<file path="src/rtl/au_pkg.sv">
// Shared arithmetic-unit definitions: serial FSM state encoding and the
// constant functions used to size digit counters and padded datapaths.
package au_pkg;

    typedef enum logic [1:0] {
        ST_IDLE = 2'd0,
        ST_BUSY = 2'd1,
        ST_DONE = 2'd2
    } state_t;

    function automatic int ceil_div(input int n, input int dv);
        if (dv < 1) begin
            return 1;
        end
        return (n + dv - 1) / dv;
    endfunction

    // Bits needed to count n values, never less than one bit.
    function automatic int clog2_min1(input int n);
        int r;
        r = 1;
        while ((1 << r) < n) begin
            r = r + 1;
        end
        return r;
    endfunction

endpackage

</file>
<file path="src/rtl/au_sub_digit.sv">
// DIGIT-bit ripple slice computing x + y_inv + cin; with y_inv = ~y and
// cin = 1 on the first digit this forms x - y.
module au_sub_digit #(
    parameter int DIGIT = 1
) (
    input  logic [DIGIT-1:0] x,
    input  logic [DIGIT-1:0] y_inv,
    input  logic             cin,
    output logic [DIGIT-1:0] s,
    output logic             cout
);

    logic c;

    always_comb begin
        s = '0;
        c = cin;
        for (int i = 0; i < DIGIT; i++) begin
            s[i] = x[i] ^ y_inv[i] ^ c;
            c    = (x[i] & y_inv[i]) | (c & (x[i] ^ y_inv[i]));
        end
        cout = c;
    end

endmodule

</file>
<file path="src/rtl/au_sub_serial.sv">
// Digit-serial unsigned subtractor: d = a - b mod 2^WIDTH plus borrow flag,
// DIGIT bits per cycle, LSB first, taking NCYC cycles per operation.
module au_sub_serial
    import au_pkg::*;
#(
    parameter int WIDTH = 8,
    parameter int DIGIT = 1
) (
    input  logic             clk,
    input  logic             rst,
    input  logic             in_valid,
    output logic             in_ready,
    input  logic [WIDTH-1:0] a,
    input  logic [WIDTH-1:0] b,
    output logic             out_valid,
    input  logic             out_ready,
    output logic [WIDTH-1:0] d,
    output logic             bout
);

    localparam int NCYC = ceil_div(WIDTH, DIGIT);
    localparam int EXT  = NCYC * DIGIT;
    localparam int CW   = clog2_min1(NCYC);

    if (WIDTH < 1 || DIGIT < 1 || DIGIT > WIDTH) begin : g_param_err
        $error("%m: illegal parameters WIDTH=%0d DIGIT=%0d", WIDTH, DIGIT);
    end

    // Handshakes: a transfer happens on a rising edge where valid and ready
    // are both high; valid never depends on ready, and a DONE result is held
    // unchanged until it transfers.
    state_t          state;
    state_t          state_n;
    logic [EXT-1:0]  a_sr;
    logic [EXT-1:0]  b_sr;
    logic [EXT-1:0]  res_sr;
    logic            carry;
    logic            bout_r;
    logic [CW-1:0]   cnt;
    logic [DIGIT-1:0] s;
    logic            cout;
    logic            accept;
    logic            last;

    au_sub_digit #(
        .DIGIT(DIGIT)
    ) u_digit (
        .x     (a_sr[DIGIT-1:0]),
        .y_inv (b_sr[DIGIT-1:0]),
        .cin   (carry),
        .s     (s),
        .cout  (cout)
    );

    assign in_ready  = (state == ST_IDLE);
    assign out_valid = (state == ST_DONE);
    assign accept    = in_valid & in_ready;
    assign last      = (cnt == CW'(NCYC - 1));
    assign d         = res_sr[WIDTH-1:0];
    assign bout      = bout_r;

    always_ff @(posedge clk or posedge rst) begin
        if (rst) begin
            state <= ST_IDLE;
        end else begin
            state <= state_n;
        end
    end

    always_comb begin
        state_n = state;
        case (state)
            ST_IDLE: if (accept)    state_n = ST_BUSY;
            ST_BUSY: if (last)      state_n = ST_DONE;
            ST_DONE: if (out_ready) state_n = ST_IDLE;
            default:                state_n = ST_IDLE;
        endcase
    end

    // b is padded with zeros before inversion, so the padding digits pass the
    // carry through unchanged and the final carry is the carry into bit WIDTH.
    always_ff @(posedge clk or posedge rst) begin
        if (rst) begin
            a_sr   <= '0;
            b_sr   <= '0;
            res_sr <= '0;
            carry  <= 1'b0;
            bout_r <= 1'b0;
            cnt    <= '0;
        end else begin
            case (state)
                ST_IDLE: begin
                    if (accept) begin
                        a_sr  <= EXT'(a);
                        b_sr  <= ~EXT'(b);
                        carry <= 1'b1;
                        cnt   <= '0;
                    end
                end
                ST_BUSY: begin
                    res_sr <= (res_sr >> DIGIT) | (EXT'(s) << (EXT - DIGIT));
                    a_sr   <= a_sr >> DIGIT;
                    b_sr   <= b_sr >> DIGIT;
                    carry  <= cout;
                    cnt    <= cnt + CW'(1);
                    if (last) begin
                        bout_r <= ~cout;
                    end
                end
                default: begin
                end
            endcase
        end
    end

endmodule
</file>
<file path="config.mk">
export PLATFORM = sky130hd
export DESIGN_NAME = au_sub_serial
export DESIGN_NICKNAME = d
export VERILOG_FILES = /design/src/rtl/au_pkg.sv /design/src/rtl/au_sub_digit.sv /design/src/rtl/au_sub_serial.sv
export SDC_FILE = /design/constraint.sdc
export NUM_CORES = 1
export LEC_CHECK = 0
export CORE_ASPECT_RATIO = 1.4
export CORE_UTILIZATION = 30
export DETAILED_ROUTE_END_ITERATION = 16
export DONT_BUFFER_PORTS = 1
export GPL_TIMING_DRIVEN = 0
export PLACE_DENSITY = 0.55
export SLEW_MARGIN = 20
export SYNTH_ARGS = -nofsm -noshare
export SYNTH_HDL_FRONTEND = slang
export SYNTH_SLANG_ARGS = --single-unit
export TNS_END_PERCENT = 50
</file>
<file path="constraint.sdc">
create_clock -name clk -period 1.3 [get_ports clk]
set_input_delay 0.325 -clock clk [delete_from_list [all_inputs] [get_ports clk]]
set_output_delay 0.325 -clock clk [all_outputs]
set_load 0.01 [all_outputs]
</file>
==> results_dict.tcl <==
set metrics [dict create \
    setup_tns_ns 0 \
    gp_congestion 0.701 \
    synth_common_cells "dfrtp_1 (31), nand2_1 (27), o22ai_1 (10), inv_1 (8)" \
    numCtsBuffers 5 \
    antenna_found_initial 0 \
    peakVddDrop_v 0.00112 \
    wl_met3_microns 187 \
    yosysUniqueCellTypes 30 \
    vias 1042 \
    worst_slew_pin_slew_ns 0.648 \
    slowest_stage "dfrtp_1" \
    die_area_sq_um 5100 \
    core_sq_um 4570 \
    synthFlopType "dfrtp_1" \
    ys_top_cells_by_area "dfrtp_1 (54%), nand2_1 (7.0%), o22ai_1 (4.3%), a2bb2oi_1 (4.2%), o22a_1 (4.2%)" \
    min_period_over_period_pct 99.9 \
    dp_slack_ns -0.00629 \
    clkLatencyLatePin_ns 0.28 \
    syn_inst 134 \
    ys_seq_area_share_pct 53.7 \
    status "finished clean" \
    dr_wl_met2_microns 1540 \
    rsz0062_at_grt "yes" \
    worst-setup-path-type "flop to output port" \
    fin_skew_ns 0.00874 \
    syn_nets 157 \
    avgSynthCellArea_sq_um 10.8 \
    cp-start-kind "flop" \
    ant_nets 0 \
    htreeDepth 2 \
    hold_path_class "input pin to asynchronous set/reset pin" \
    yosysWarnings 0 \
    grt_usage_pct 13.9 \
    wl_per_cell_microns 14.6 \
    via_per_inst 4.94 \
    path_cells "buf_8 -> inv_8 -> nand2_4 -> inv_4" \
    dp_hpwl_microns 2120 \
    power.density_nw_per_um2 2610 \
    yosys.area.top_type "dfrtp_1" \
    finalPower_mw 4.55 \
    synth_most_common_cell "dfrtp_1" \
    async_flop_share_pct 100 \
    port_buffers 0 \
    p_leak_nw 0.822 \
    drt-met1-wl_microns 1310 \
    timing.final.ws_setup_ns 0.00113 \
    clock-sinks 31 \
    yosysTopAreaCellShare_pct 53.7 \
    cpLargestDelayFamily "flip-flops" \
    grt_max_degree 32 \
    die_h_microns 84.1 \
    path_buf_inv 3 \
    synth_seq_cells 31 \
    worst_setup_path_end_kind "output port" \
    critPathArrivalTime_ns 0.97 \
    initial_core_util_pct 31.6 \
    synth_edf_count 0 \
    highest_layer "met4" \
    grt_pass1_wl_microns 5140 \
    firstDrtPassIters 4 \
    drc 0 \
    routed_wl_microns 3080 \
    die_w_microns 60.6 \
    fill_cells 496 \
    syn_area_sq_um 1440 \
    layout-drive-gt1-share_pct 26.8 \
    setup-violations-final 0 \
    cts_buffer_depth 2 \
    cp.required_ns 0.98 \
    drv_cap 0 \
    crit_path_max_incr_delay_ns 0.39 \
    hold_viol 0 \
    nNetsFinal 171 \
    insertedDiodeCount 0 \
    grt_overflow 0 \
    drt_iter0_markers 32 \
    clockRootBuffer "clkbuf_8" \
    grt_pass1_vias 1121 \
    drv_slew 0 \
    cts_tree "built" \
    fmax_mhz 770 \
    area_growth_pct 20.9 \
    ioPinCount 31 \
    min_period_ns 1.30 \
    num_rows 29 \
    clkTransAtPathRegs_ns 0.07 \
    slew-limit-headroom_pct 56.8 \
    crit_fanout 5 \
]
repair_timing:
action                     4_1_cts  5_1_grt
buffers inserted                 3        3
cloned                           0        2
pin swaps                        1        5
hold buffers                     0        0
setup endpoints to repair        3       23
resized for setup               11        7
final cells by class:
cell class	count	area, sq um	share of cell area, %
clock inverters	2	35.0	2.01
repair buffers	8	67.6	3.87
clock buffers	6	82.6	4.73
multi-input cells	84	581	33.3
flip-flops and latches	31	776	44.4
well taps	62	77.6	4.44
inverters	9	43.8	2.51
plain buffers	9	82.6	4.73
stage by stage:
| stage | util (%) | hold WS [ns] | instances | area, sq um |
|---|---|---|---|---|
| 3_5_place_dp | 33.3 | 0.334 | 196 | 1520 |
| 4_1_cts | 37.2 | 0.0271 | 206 | 1700 |
| 5_1_grt | 38.2 | 0.0635 | 211 | 1750 |
| 3_3_place_gp | 33.3 | 0.427 | 196 | 1520 |
| 6_report | 38.2 | 0.0106 | 211 | 1750 |
| 2_1_floorplan | - | 0.422 | 134 | 1440 |
cell families (layout without fill, tap and decap cells):
group,Yosys count,after routing,share of synthesized area [%]
AND/OR/NAND/NOR,38,38,12.9
AO/OA/AOI/OAI,42,42,21.1
multiplexers,1,1,1.04
adder cells (fa/ha/maj),3,3,3.12
flip-flops,31,31,53.7
buffers and inverters,19,34,8.06
per-layer routing:
layer | global-route usage, % | up-vias
met1 | 16.3 | 509
met2 | 21.6 | 31
met3 | 6.36 | 5
met5 | 0 | -
met4 | 5.58 | 0
li1 | - | 497
sequential cells by signal (all words and copies together) (netlist names):
register and flops:
a_sr 8, cnt 3, b_sr 8, d 8, state 2, carry 1, bout 1
power by group:
part / total [mW] / internal (mW) / switching [mW]
logic: 1.81 / 0.923 / 0.888
registers: 1.77 / 1.41 / 0.355
clock network: 0.973 / 0.619 / 0.353
final timing paths:
kind,startpoint,end,slack [ns],cells after the start
min in group clk,b[7],b_sr[7],0.14,1
min reg2reg,cnt[0],cnt[0],0.48,1
max reg2reg,state[0],b_sr[4],0.03,6
min,rst,b_sr[4],0.01,1
max,state[0],out_valid,0.001,4
max in group asynchronous,rst,b_sr[2],0.87,1
cell usage in the layout (no fill, tap or decap), types with 2 or more instances in the layout:
cell type / count
buf_4: 6
a22oi_1: 2
nor2_4: 3
o21ai_0: 2
inv_1: 6
buf_6: 4
nor2b_4: 2
a21oi_1: 6
nand3b_1: 2
o31ai_1: 2
a22o_1: 2
buf_2: 4
o22a_1: 7
clkbuf_8: 6
nand2b_1: 2
nand2_1: 25
a2bb2oi_1: 7
o22ai_1: 10
dfrtp_1: 31
(Power assumes the default switching activity.)
